==> config.mk <==
export PLATFORM = sky130hd
export DESIGN_NAME = shifter_pipe
export DESIGN_NICKNAME = d
export VERILOG_FILES = /design/src/rtl/shifter_pipe.sv
export SDC_FILE = /design/constraint.sdc
export NUM_CORES = 1
export LEC_CHECK = 0
export BUFFER_PORTS_ARGS = -buffer_cell sky130_fd_sc_hd__buf_2
export CAP_MARGIN = 20
export CORE_UTILIZATION = 45
export CTS_CLUSTER_SIZE = 16
export DETAILED_ROUTE_END_ITERATION = 7
export PLACE_DENSITY_LB_ADDON = 0.3
export SLEW_MARGIN = 20
export SYNTH_ARGS = -nofsm -noshare
export SYNTH_HDL_FRONTEND = slang
export SYNTH_SLANG_ARGS = --single-unit
export TNS_END_PERCENT = 100
==> constraint.sdc <==
create_clock -name Clk -period 1.5 [get_ports Clk]
set_clock_uncertainty 0.2 [all_clocks]
set_input_delay 0.15 -clock Clk [delete_from_list [all_inputs] [get_ports Clk]]
set_output_delay 0.15 -clock Clk [all_outputs]
set_load 0.02 [all_outputs]
==> src/rtl/shifter_pipe.sv <==
// Pipelined barrel shifter: one registered stage per shift-amount bit, largest step first.
// A single valid/ready pair with global stall; results leave in acceptance order.
module shifter_pipe #(
    parameter int WIDTH = 32,
    parameter int SAW   = $clog2(WIDTH)
) (
    input  logic             Clk,
    input  logic             Clrn,
    input  logic             In_valid,
    output logic             In_ready,
    input  logic [WIDTH-1:0] X,
    input  logic [SAW-1:0]   Sa,
    input  logic [1:0]       Op,
    output logic             Out_valid,
    input  logic             Out_ready,
    output logic [WIDTH-1:0] Sh,
    output logic             Busy
);

    localparam logic [1:0] OP_SLL = 2'b00;
    localparam logic [1:0] OP_SRL = 2'b01;
    localparam logic [1:0] OP_SRA = 2'b10;

    logic [WIDTH-1:0] data_q [SAW];
    logic [SAW-1:0]   vld_q;
    logic [SAW-1:0]   sa_q   [SAW-1];
    logic [1:0]       op_q   [SAW-1];

    logic [WIDTH-1:0] src_d  [SAW];
    logic [WIDTH-1:0] nxt_d  [SAW];
    logic [SAW-1:0]   src_sa [SAW];
    logic [1:0]       src_op [SAW];
    logic [SAW-1:0]   src_v;
    logic             advance;

    // SRA fills from the current MSB: earlier SRA stages never change it, so it is
    // always the operand MSB captured at acceptance.
    function automatic logic [WIDTH-1:0] shift_step(input logic [WIDTH-1:0] d,
                                                    input logic [1:0] op,
                                                    input int step);
        case (op)
            OP_SLL:  return d << step;
            OP_SRL:  return d >> step;
            OP_SRA:  return WIDTH'($signed(d) >>> step);
            default: return (d >> step) | (d << (WIDTH - step));
        endcase
    endfunction

    assign advance   = !vld_q[SAW-1] | Out_ready;
    assign In_ready  = advance;
    assign Out_valid = vld_q[SAW-1];
    assign Sh        = data_q[SAW-1];
    assign Busy      = |vld_q;

    always_comb begin
        src_d[0]  = X;
        src_sa[0] = Sa;
        src_op[0] = Op;
        src_v[0]  = In_valid;
        for (int k = 1; k < SAW; k++) begin
            src_d[k]  = data_q[k-1];
            src_sa[k] = sa_q[k-1];
            src_op[k] = op_q[k-1];
            src_v[k]  = vld_q[k-1];
        end
    end

    // Remaining shift bits are kept left-aligned, so each stage tests the MSB.
    always_comb begin
        for (int k = 0; k < SAW; k++) begin
            nxt_d[k] = src_d[k];
            if (src_sa[k][SAW-1])
                nxt_d[k] = shift_step(src_d[k], src_op[k], 1 << (SAW - 1 - k));
        end
    end

    always_ff @(posedge Clk or negedge Clrn) begin
        if (!Clrn) begin
            vld_q <= '0;
            for (int k = 0; k < SAW; k++)
                data_q[k] <= '0;
            for (int k = 0; k < SAW - 1; k++) begin
                sa_q[k] <= '0;
                op_q[k] <= '0;
            end
        end else if (advance) begin
            vld_q <= src_v;
            for (int k = 0; k < SAW; k++)
                data_q[k] <= nxt_d[k];
            for (int k = 0; k < SAW - 1; k++) begin
                sa_q[k] <= {src_sa[k][SAW-2:0], 1'b0};
                op_q[k] <= src_op[k];
            end
        end
    end

endmodule

==> qor.yml <==
run_status:
  status: "complete, but fails checks"
  violations_in_the_final_reports: "setup timing"
timing:
  final_min_period_over_clock_period_pct: 113
  slew_violations: 0
  fin_crit_ns: 1.70
  final-hold-violation-count: 0
  worst_pin_slew_ns: 0.855
  fmax_mhz: 589
  timing.final.setup_violations: 177
  final.setup.worst_slack_ns: -0.197
  timing.max_slew.rel_slack_pct: 42.8
  grt_setup_unrepaired: "yes"
worst_setup_path:
  worstSetupStartpointType: "register"
  critPathSlowestCell: "sky130_fd_sc_hd__dfrtp_2"
  worst_setup_path_end_kind: "register"
  critical_path_buf_inv_count: 4
  critical_path_class: "register to register"
  crit_path_max_fanout: 17
  critPathMaxStageDelay_ns: 0.40
  worst-path-stages: 7
  crit_family: "buffers and inverters"
  depth_of_the_worst_register_to_register_path: 7
  crit_required_ns: 1.61
  critical_path.cell_chain: "nor2b_4 > buf_4 > clkbuf_16 > buf_6 > buf_16 > nand2_1 > o21ai_0"
  cp.arrival_ns: 1.80
final_layout:
  n_antenna_cell: 0
  fillers: 1780
  layout.cells.non_filler: 1562
  layout-drive-gt1-share_pct: 24.8
  multi_input_comb_area_um2: 4850
  area_growth_syn_to_layout_pct: 32.2
  finish.utilization_pct: 61.0
  finalNetCount: 1317
  layout.cell_area.non_filler_um2: 12900
  regArea_um2: 4580
synthesis:
  synth-main-ff-cell: "sky130_fd_sc_hd__dfrtp_1"
  synth_seq_area_share_pct: 47.1
  post_synth_mux_area_share_pct: 0.231
  synth-warning-count: 0
  synth-seq-cells: 183
  compound_cell_area_share_of_the_yosys_netlist_pct: 28.3
  synth-simple-area-share_pct: 16.0
  ffs_w_async_s_r_synth_pct: 100
  synth_area_um2: 9730
  main_combinational_cell_family_by_area_after_synthesis: "compound AO/OA/AOI/OAI gates"
  syn-instance-count: 1153
  syn-mean-instance-area_um2: 8.44
  xor_xnor_share_of_the_synthesized_area_pct: 0.167
  syn_nets: 1196
  synth_cell_types: 33
  synthAdderAreaFrac_pct: 0
  synth_enable_flop_cells: 0
clock_tree:
  tritoncts_clock_tree: "built"
  cts_htree_levels: 4
  worst_skew_pair.late_latency_ns: 0.43
  cts_made_buffers: 17
  cts_num_sinks: 183
  clk_transition_reported_paths_ns: 0.07
  cts_root_buffer: "sky130_fd_sc_hd__clkbuf_16"
  ctsLongestPathBuffers: 2
grt:
  grt_usage_pct: 24.5
  first_global_vias: 8474
  number_of_antenna_violations_at_the_first_check_in_global_routing: 0
  largest_net_degree_at_the_start_of_global_routing: 66
  grt_first_pass_wirelength_mm: 43.3
  grt_remaining_overflow: 0
worst_hold_path:
  holdCritPathClass: "primary input to register"
  whs_path_depth: 4
route:
  firstDrtPassIters: 5
  drt_wl_total_mm: 28.1
  route.antenna.remaining_nets: 0
  dr_total_vias: 9126
  drt_first_iter_violations: 636
  drcViolationCount: 0
  drt-wirelength-per-cell_um: 18.0
  avgViaCountPerCell: 5.84
placement:
  placed_cell_area_um2: 10600
  placed_cells_incl_taps: 1449
  gpl.final_weighted_congestion: 0.929
  port_buffers: 77
  hpwl_after_detailed_placement_mm: 16.7
die:
  die_width_um: 149
  design.core.area_um2: 21100
  floorplan.rows: 53
  i_o_pin_count: 78
  die_height_um: 149
  die_area_um2: 22200
  initial_core_util_pct: 46.1
run:
  maxCapViolCount: 0
pwr:
  vdd_drop_max_uv: 1170
  power_leakage_nw: 6.08
  p_per_area_nw_per_um2: 2310
  design_power_total_mw: 29.7
-- placed cells by master (no fill, tap or decap), types with 3 or more instances in the layout --
| master | count |
|---|---|
| sky130_fd_sc_hd__nor2_4 | 3 |
| sky130_fd_sc_hd__clkbuf_16 | 28 |
| sky130_fd_sc_hd__dfrtp_1 | 182 |
| sky130_fd_sc_hd__o21ai_0 | 85 |
| sky130_fd_sc_hd__inv_6 | 5 |
| sky130_fd_sc_hd__a31oi_2 | 17 |
| sky130_fd_sc_hd__a221oi_2 | 8 |
| sky130_fd_sc_hd__a21o_1 | 113 |
| sky130_fd_sc_hd__inv_8 | 3 |
| sky130_fd_sc_hd__nand2_1 | 265 |
| sky130_fd_sc_hd__nand2_2 | 38 |
| sky130_fd_sc_hd__buf_4 | 49 |
| sky130_fd_sc_hd__buf_6 | 19 |
| sky130_fd_sc_hd__buf_2 | 73 |
| sky130_fd_sc_hd__nor2b_1 | 17 |
| sky130_fd_sc_hd__dlygate4sd3_1 | 42 |
| sky130_fd_sc_hd__clkinvlp_4 | 3 |
| sky130_fd_sc_hd__buf_12 | 22 |
| sky130_fd_sc_hd__and2_1 | 12 |
| sky130_fd_sc_hd__a31oi_4 | 3 |
| sky130_fd_sc_hd__buf_16 | 9 |
| sky130_fd_sc_hd__buf_8 | 8 |
| sky130_fd_sc_hd__a31oi_1 | 105 |
| sky130_fd_sc_hd__nor2_1 | 36 |
| sky130_fd_sc_hd__o21ai_1 | 85 |
| sky130_fd_sc_hd__a221oi_4 | 8 |
| sky130_fd_sc_hd__a21oi_1 | 18 |
-- flip-flops by register name, summed over array words and instances, names as in the netlist --
register and flops:
data_q 128, Sh 32, sa_q 10, op_q 8, vld_q 5
-- worst register-to-register path: cells and delay by family (launching register included) --
family | cells | cell delay, ns
buffers and inverters | 4 | 0.64
flip-flops | 1 | 0.40
AND/OR/NAND/NOR | 2 | 0.23
AO/OA/AOI/OAI | 1 | 0.11
-- where the power goes --
group / switching, mW / total, mW / internal [mW]
sequential: 2.54 / 9.82 / 7.28
clock: 2.05 / 4.56 / 2.50
combinational: 7.96 / 15.3 / 7.36
-- Yosys cell counts (2+ instances only) --
cell	number	area [um2]
sky130_fd_sc_hd__o21ai_0	157	786
sky130_fd_sc_hd__and2_1	12	75.1
sky130_fd_sc_hd__a221oi_1	16	140
sky130_fd_sc_hd__dfrtp_1	183	4580
sky130_fd_sc_hd__mux2_2	2	22.5
sky130_fd_sc_hd__a21oi_1	19	95.1
sky130_fd_sc_hd__a21o_1	113	848
sky130_fd_sc_hd__buf_2	49	245
sky130_fd_sc_hd__clkbuf_1	33	124
sky130_fd_sc_hd__nand2b_1	2	12.5
sky130_fd_sc_hd__or2_1	3	18.8
sky130_fd_sc_hd__nand2_1	305	1140
sky130_fd_sc_hd__o21ai_1	15	75.1
sky130_fd_sc_hd__a31oi_1	125	782
sky130_fd_sc_hd__a22oi_1	2	15.0
sky130_fd_sc_hd__buf_4	37	278
sky130_fd_sc_hd__nor2b_1	18	113
sky130_fd_sc_hd__nor2_1	37	139
sky130_fd_sc_hd__buf_6	11	124
-- per-layer routing --
layer	vias up	track usage, %	wire, um
met1	4463	31.5	11900
met5	-	0	0
li1	4254	-	-
met2	342	41.5	13900
met3	67	3.85	1480
met4	0	8.88	758
-- through the flow --
step | setup TNS (ns) | worst slack, ns | hold WS [ns]
floorplan | -3.79 | -0.0650 | -0.346
global placement | -3.87 | -0.145 | -0.170
detailed placement | -6.59 | -0.152 | -0.168
CTS | -14.63 | -0.156 | 0.0271
global route | -28.29 | -0.242 | 0.0872
finish | -18.37 | -0.197 | 0.0772
-- repair_timing --
action	CTS	global route
cloned	7	14
resized for setup	94	89
setup buffers	11	9
hold buffers	42	0
endpoints found under the hold margin	222	0
endpoints found under the setup margin	147	213
pin swaps	57	21
-- cells by family after synthesis --
logic type      Yosys count
compound gates          449
simple gates            383
flops                   183
buf+inv                 135
mux                       2
xor+xnor                  1
-- path summary, 6_finish.rpt --
kind | start | endpoint | slack [ns]
max reg2reg | vld_q[4]$_DFFE_PN0P_ | data_q[148]$_DFFE_PN0P_ | -0.20
max | vld_q[4]$_DFFE_PN0P_ | data_q[148]$_DFFE_PN0P_ | -0.20
max in group asynchronous | Clrn | sa_q[9]$_DFFE_PN0P_ | 0.10
min in group asynchronous | Clrn | Sh[30]$_DFFE_PN0P_ | 0.48
min | Sa[4] | data_q[145]$_DFFE_PN0P_ | 0.08
min reg2reg | sa_q[12]$_DFFE_PN0P_ | sa_q[12]$_DFFE_PN0P_ | 0.27
-- final cells by class --
type	count	share of cell area [%]
multi-input combinational	835	37.7
sequential	183	35.6
timing repair buffer	234	19.3
clock buffer	18	3.34
tap	275	2.67
clock inverter	14	1.25
inverter	3	0.126
Power figures use the tool's default switching activity.
